<file path="src/rtl/m_cluster_responder.sv">
// m_cluster_responder: cluster load/store responder with a single 16-byte line buffer in front of a 128-bit DRAM backend
module m_cluster_responder (
  input  logic         CLK,
  input  logic         RST,
  input  logic         w_req_valid,
  input  logic         w_req_we,
  input  logic [31:0]  w_req_addr,
  input  logic [31:0]  w_req_wdata,
  input  logic [2:0]   w_req_ctrl,
  input  logic         w_flush,
  output logic         w_interconnect_busy,
  output logic         w_resp_valid,
  output logic         w_resp_err,
  output logic [127:0] w_data_data,
  output logic         w_is_dram_data,
  output logic         w_dram_req,
  output logic         w_dram_we,
  output logic [31:0]  w_dram_addr,
  output logic [127:0] w_dram_wdata,
  output logic [15:0]  w_dram_mask,
  input  logic         w_dram_busy,
  input  logic         w_dram_rvalid,
  input  logic [127:0] w_dram_odata
);
  typedef enum logic [1:0] {IDLE, RD_ISSUE, RD_WAIT, WR_ISSUE} state_t;
  state_t state, state_nx;
  logic buf_valid;
  logic [27:0] buf_tag;
  logic [127:0] buf_data, merged, rep;
  logic [15:0] mask;
  logic [1:0] size;
  logic misal, accept, hit, wr_done, rd_done, ctrl_unused;
  assign size = w_req_ctrl[1:0];
  assign ctrl_unused = w_req_ctrl[2];
  assign misal = size == 2'd3 || (size == 2'd1 && w_req_addr[0]) || (size == 2'd2 && w_req_addr[1:0] != 2'd0);
  // the finished request is still held during its resp_valid cycle, so it must not be taken again
  assign accept = state == IDLE && w_req_valid && !w_resp_valid;
  assign hit = buf_valid && buf_tag == w_req_addr[31:4] && !w_flush;
  assign wr_done = state == WR_ISSUE && !w_dram_busy;
  assign rd_done = state == RD_WAIT && w_dram_rvalid;
  assign rep = size == 2'd0 ? {16{w_req_wdata[7:0]}} : size == 2'd1 ? {8{w_req_wdata[15:0]}} : {4{w_req_wdata}};
  assign mask = (size == 2'd0 ? 16'h0001 : size == 2'd1 ? 16'h0003 : 16'h000F) << w_req_addr[3:0];
  always_comb begin
    merged = buf_data;
    for (int i = 0; i < 16; i++) if (w_dram_mask[i]) merged[8*i +: 8] = w_dram_wdata[8*i +: 8];
  end
  always_ff @(posedge CLK or posedge RST)
    if (RST) state <= IDLE;
    else state <= state_nx;
  always_comb begin
    state_nx = state;
    case (state)
      IDLE:     if (accept && !misal) state_nx = w_req_we ? WR_ISSUE : hit ? IDLE : RD_ISSUE;
      RD_ISSUE: if (!w_dram_busy) state_nx = RD_WAIT;
      RD_WAIT:  if (w_dram_rvalid) state_nx = IDLE;
      default:  if (!w_dram_busy) state_nx = IDLE;
    endcase
  end
  always_comb begin
    w_interconnect_busy = state != IDLE;
    w_dram_req = state == RD_ISSUE || state == WR_ISSUE;
  end
  always_ff @(posedge CLK or posedge RST)
    if (RST) begin
      w_resp_valid <= 1'b0;
      w_resp_err <= 1'b0;
      w_data_data <= '0;
      w_is_dram_data <= 1'b0;
      w_dram_we <= 1'b0;
      w_dram_addr <= '0;
      w_dram_wdata <= '0;
      w_dram_mask <= '0;
      buf_valid <= 1'b0;
      buf_tag <= '0;
      buf_data <= '0;
    end else begin
      w_resp_valid <= 1'b0;
      w_resp_err <= 1'b0;
      if (accept && misal) begin
        w_resp_valid <= 1'b1;
        w_resp_err <= 1'b1;
      end else if (accept && !w_req_we && hit) begin
        w_resp_valid <= 1'b1;
        w_data_data <= buf_data;
        w_is_dram_data <= 1'b0;
      end else if (accept) begin
        w_dram_addr <= {w_req_addr[31:4], 4'h0};
        w_dram_we <= w_req_we;
        w_dram_wdata <= w_req_we ? rep : '0;
        w_dram_mask <= w_req_we ? mask : '0;
      end
      // an arriving line wins over a same-cycle flush
      if (rd_done) begin
        w_resp_valid <= 1'b1;
        w_data_data <= w_dram_odata;
        w_is_dram_data <= 1'b1;
        buf_valid <= 1'b1;
        buf_tag <= w_dram_addr[31:4];
        buf_data <= w_dram_odata;
      end else if (w_flush) buf_valid <= 1'b0;
      if (wr_done) begin
        w_resp_valid <= 1'b1;
        if (buf_valid && buf_tag == w_dram_addr[31:4]) buf_data <= merged;
      end
    end
endmodule
</file>
<file path="config.mk">
export PLATFORM = sky130hd
export DESIGN_NAME = m_cluster_responder
export DESIGN_NICKNAME = d
export VERILOG_FILES = /design/src/rtl/m_cluster_responder.sv
export SDC_FILE = /design/constraint.sdc
export NUM_CORES = 1
export LEC_CHECK = 0
export ABC_CLOCK_PERIOD_IN_PS = 12700
export CAP_MARGIN = 30
export CORE_UTILIZATION = 44
export CTS_BUF_LIST = sky130_fd_sc_hd__clkbuf_16
export DETAILED_ROUTE_END_ITERATION = 10
export PLACE_DENSITY_LB_ADDON = 0.2
export SYNTH_ARGS = -nofsm -noshare
export SYNTH_HDL_FRONTEND = slang
export SYNTH_SLANG_ARGS = --single-unit
</file>
<file path="constraint.sdc">
create_clock -name CLK -period 12.7 [get_ports CLK]
set_input_delay 1.905 -clock CLK [delete_from_list [all_inputs] [get_ports CLK]]
set_output_delay 1.905 -clock CLK [all_outputs]
set_load 0.01 [all_outputs]
</file>
* Word level (Yosys, flattened, before mapping)
Cells that the tools add are included.
** Word-level totals
- Bits in latches :: 0
- Bits in read-only memories :: 0
- Bits of input ports :: 202
- Logic and storage cells :: 134
- Memories :: 0
- Bits in registers :: 463
- Output and inout bits :: 310
- RAM bits :: 0
** Operators by class
- Bitwise operators :: 2
- Add/sub/neg operators :: 0
- $mul :: 0
- Order comparisons :: 0
- Divide/modulo/power cells :: 0
- Eq/ne operators :: 29
- Mux-type cells :: 45
- Shifts and indexed selects :: 1
- Reduce and logical (&&, ||, !) cells :: 30
** Operator list (number)
- $mux 128 :: 9
- $mux 8 :: 16
- $eq 28x28->1 :: 2
- $ne 3x3->1 const B :: 16
- $mux 16 :: 1
- $shl 4x4->16 :: 1
- $logic_and 1x1->1 :: 13
- $mux 1 :: 11
- $mux 2 :: 5
- $eq 2x2->1 const B :: 4
- $mux 4 :: 2
- $reduce_bool 2->1 :: 4
- $ne 2x2->1 const B :: 3
- $pmux 2 s3 :: 1
- $logic_not 1->1 :: 5
- $eq 2x1->1 const B :: 2
- $logic_not 2->1 :: 2
- $reduce_and 4->1 :: 1
- $logic_or 1x1->1 :: 3
- $ne 3x1->1 const B :: 1
- $reduce_and 3->1 :: 1
- $ne 2x1->1 const B :: 1
- $not 1->1 :: 2
- $reduce_and 2->1 :: 1

* Longest topological paths before layout
- Word-level depth :: 9
- Depth in mapped cells :: 9

* Worst setup path after synthesis
No wires, ideal clock.
- Kind :: input port to flip-flop
- Start point :: input w_req_addr[8]
- End point :: register w_dram_addr[10]
- Stages on the path :: 7
- Buffers on the path :: 2
- Data arrival time :: 3.628 ns
- Setup time :: 0.128 ns
- Slack :: 8.945 ns
- Cells stage by stage :: xor2_1 -> or4_1 -> or4_1 -> o21ai_1 -> buf_4 -> buf_6 -> mux2_1
** On the way
- Longest elaborated chain between the ends :: 6
** Ends and longest elaborated chain
- from (decl) :: RTL line 7 : input logic [31:0] w_req_addr,
- $eq 28x28->1 :: RTL line 38 : assign hit = buf_valid && buf_tag == w_req_addr[31:4] && !w_flush;
- $logic_and 1x1->1 (2 in series) :: RTL line 38
- $logic_and 1x1->1 :: RTL line 82 : end else if (accept && !w_req_we && hit) begin
- $not 1->1 (no line)
- $reduce_and 3->1 (no line)
- to (signal assigned) :: RTL line 87 : w_dram_addr <= {w_req_addr[31:4], 4'h0};
- to (decl) :: RTL line 18 : output logic [31:0] w_dram_addr,
No other way between the ends.
A chain may end at the register's enable or synchronous reset.

* Worst setup path in the final report
- Start point :: input w_req_we
- End point :: register w_data_data[38]
** On the way
- Longest elaborated chain between the ends :: 5
** Ends and longest elaborated chain
- from (decl) :: RTL line 6 : input logic w_req_we,
- $logic_not 1->1 :: RTL line 82
- $logic_and 1x1->1 (2 in series) :: RTL line 82
- $reduce_bool 2->1 (no line)
- $reduce_and 2->1 (no line)
- to (signal assigned) :: RTL line 84 : w_data_data <= buf_data;
- to (signal assigned) :: RTL line 95 : w_data_data <= w_dram_odata;
- to (decl) :: RTL line 14 : output logic [127:0] w_data_data,
No other way between the ends.

==> flow_summary.json <==
{
  "initial_utilization": 0.447,
  "ys_seq_area_frac": 0.517,
  "die_area_sq_um": 41200,
  "start_kind": "input port",
  "hold_class": "register to register",
  "syn_area_sq_um": 17800,
  "wire_per_inst_microns": 23.2,
  "n_fill_cell": 3358,
  "grt_pass1_wl_mm": 95.9,
  "syn_inst": 1883,
  "hpwl_mm": 43.9,
  "rsz0062_at_grt": "no",
  "r2r_setup_slack_ns": 9.11,
  "multi_input_area_sq_um": 7040,
  "status": "completed",
  "antenna_found_initial": 9,
  "slowest_delay_ns": 0.78,
  "synth_top_flop_cell": "dfrtp_1",
  "hold_violations": 0,
  "async_flop_share": 1.00,
  "endpoint_kind": "register",
  "wirelength_mm": 64.8,
  "clk_pin_slew_ns": 0.06,
  "worstPathCellList": "clkdlybuf4s50_1 > or4_1 > nor4_1 > and3_4 > buf_4 > buf_16 > a21oi_1 > a21oi_1",
  "reg2reg_from": "buf_tag[0]",
  "synth_cell_types": 42,
  "clock_sinks": 367,
  "crit_arrival_ns": 5.73,
  "ys_ff_latch": 367,
  "worst-slew-pin-transition_ns": 1.09,
  "cts_buffer_depth": 3,
  "final_layout_size_suffix_gt1_frac": 0.0487,
  "cts_buffers": 42,
  "via_per_inst": 5.62,
  "rows": 73,
  "postRouteAntennaNets": 0,
  "holdPathStages": 1,
  "ir_drop_v": 0.000172,
  "cts_hold_buf": 0,
  "cts_setup_buffers": 0,
  "powerDensity_nw_per_um2": 243,
  "critical-path-top-delay-family": "simple AND/OR/NAND/NOR gates",
  "setup_viol": 0,
  "dp_cells": 2707,
  "remaining_drc_errors": 0,
  "rr_endpoint": "w_data_data[38]",
  "slew_headroom": 0.275,
  "worstPathRequired_ns": 13.19,
  "synth_edf_count": 0,
  "die_h_microns": 203,
  "worstHoldEndpoint": "w_resp_err",
  "finClkSkew_ns": 0.0176,
  "clk_latency_ns": 0.57,
  "dr.pass1.iters": 7,
  "num_vias": 15700,
  "max_freq_mhz": 191,
  "worst-path-buf-inv": 3,
  "timing.setup.tns_ns": 0,
  "grt_max_degree": 166,
  "post-route-min-period_ns": 5.25,
  "crit_path_frequent_cell": "a21oi_1",
  "drt_iter0_drc": 1215,
  "die_x_microns": 203,
  "p_leak_nw": 10.4,
  "r2r.worst_path.cells": 8,
  "grt.overflow.total": 0,
  "nets": 2429,
  "syn_to_final_growth_pct": 34.6,
  "crit_type": "input port to register",
  "grtUsageTotal": 0.311,
  "hold_ws_ns": 0.481,
  "instances_no_fill": 2791,
  "cp_slowest_cell": "clkdlybuf4s50_1",
  "fin_util": 0.602,
  "finalMaxSlewViolations": 0,
  "cap_viol_max_count": 0,
  "h-tree-depth": 2,
  "routabilityCongestion": 0.823,
  "io_pins": 512,
  "fp.coreArea_sq_um": 39700,
  "root_buffer": "clkbuf_16",
  "numPortBuffers": 506,
  "post-route-period-util": 0.413,
  "cts_tree": "yes",
  "hp-start": "w_resp_valid",
  "yosysWarningCount": 0,
  "ff_latch_area_sq_um": 9180,
  "worst-path-max-fanout": 57,
  "cts_resized": 0,
  "grt_pass1_vias": 15100,
  "synth_area_per_cell_sq_um": 9.43
}
==> sequential cells by signal, indices dropped and copies added, names as in the netlist <==
name and count:
state 2, w_dram_we 1, w_dram_mask 16, w_data_data 128, w_resp_err 1, w_is_dram_data 1
w_dram_wdata 32, buf_tag 28, buf_valid 1, w_resp_valid 1, buf_data 128, w_dram_addr 28
==> cells in the final DEF, fill, tap and decap left out, types with 45 or more instances in the layout <==
cell type,instances
nor2_1,142
nand2_1,336
and2_1,69
a221o_1,51
clkbuf_16,45
a31oi_1,56
dfrtp_1,367
a32oi_1,71
o21ai_0,86
inv_1,84
a21oi_1,157
clkdlybuf4s50_1,506
==> metal layers <==
metal,up-vias,GRT usage,wire [microns]
met5,-,0,44
met4,6,0.121,2170
met1,7786,0.418,26900
li1,7103,-,-
met2,686,0.482,30000
met3,103,0.0767,5710
==> stage by stage <==
stage	total power [mW]	setup slack [ns]	instance area (sq um)
detailed placement	4.59	6.79	22500
floorplan	3.33	0.606	17800
global route	6.11	7.25	23900
global placement	4.53	6.78	22400
CTS	5.82	7.38	23900
finish	5.81	7.45	23900
==> power by group <==
group,switching [mW],internal [mW],leakage (nW)
combinational,1.04,1.24,5.26
sequential,0.603,1.71,4.41
clock,0.501,0.718,0.710
==> how the worst max path moves through the flow <==
| stage | startpoint | endpoint | slack [ns] | depth (start not counted) |
|---|---|---|---|---|
| after floorplan | RST | buf_data[0] | 0.61 | 1 |
| final | w_req_we | w_data_data[38] | 7.45 | 8 |
| after global placement | w_req_ctrl[0] | w_data_data[81] | 6.78 | 8 |
| after detailed placement | w_req_we | w_dram_addr[26] | 6.79 | 6 |
| after global routing | w_req_we | w_data_data[38] | 7.25 | 8 |
| after CTS | w_req_we | w_dram_addr[26] | 7.38 | 6 |
==> cells by family (layout without fill, tap and decap cells) <==
family,count (synthesis),in the layout,share of synthesized area
XOR/XNOR,57,57,0.0281
other,1,9,0.000211
AO/OA/AOI/OAI,480,480,0.178
flip-flops,367,367,0.517
multiplexers,75,75,0.0451
AND/OR/NAND/NOR,595,595,0.142
buffers and inverters,308,683,0.0898
==> cell usage after synthesis, types with 2 or more instances <==
master      n  area share
xnor2_1    28       0.014
a21oi_1   157       0.044
dfrtp_1   367        0.52
o31ai_1    37       0.016
nand3_1     3     0.00085
inv_1      75       0.016
or2_2       5      0.0018
buf_1       4     0.00085
and2_1     69       0.024
buf_4     103       0.044
o21ai_0    86       0.024
mux2i_1    35       0.020
nand4_1     9      0.0032
a31oi_1    56       0.020
a32o_1      6      0.0034
nor3_1      4      0.0011
a21o_1      8      0.0034
o22ai_1     3      0.0011
buf_6       2      0.0013
nor2_1    144       0.030
mux2_2     20       0.013
nand2_1   336       0.071
clkbuf_1   93       0.020
nor3b_1     2     0.00085
nand2b_1    4      0.0014
or4_1       3      0.0013
mux2_1     20       0.013
xor2_1     29       0.014
a32oi_1    71       0.035
nor4_1     13      0.0046
a221o_1    51       0.029
buf_2      30      0.0085
==> area by class of cell <==
cell class | count | area share
Sequential cell | 367 | 0.384
Inverter | 76 | 0.0122
Clock inverter | 33 | 0.0102
Tap cell | 525 | 0.0275
Multi-Input combinational cell | 1211 | 0.295
Clock buffer | 45 | 0.0471
Timing Repair Buffer | 529 | 0.224
Antenna cell | 5 | 0.000523
(Power assumes the default switching activity.)
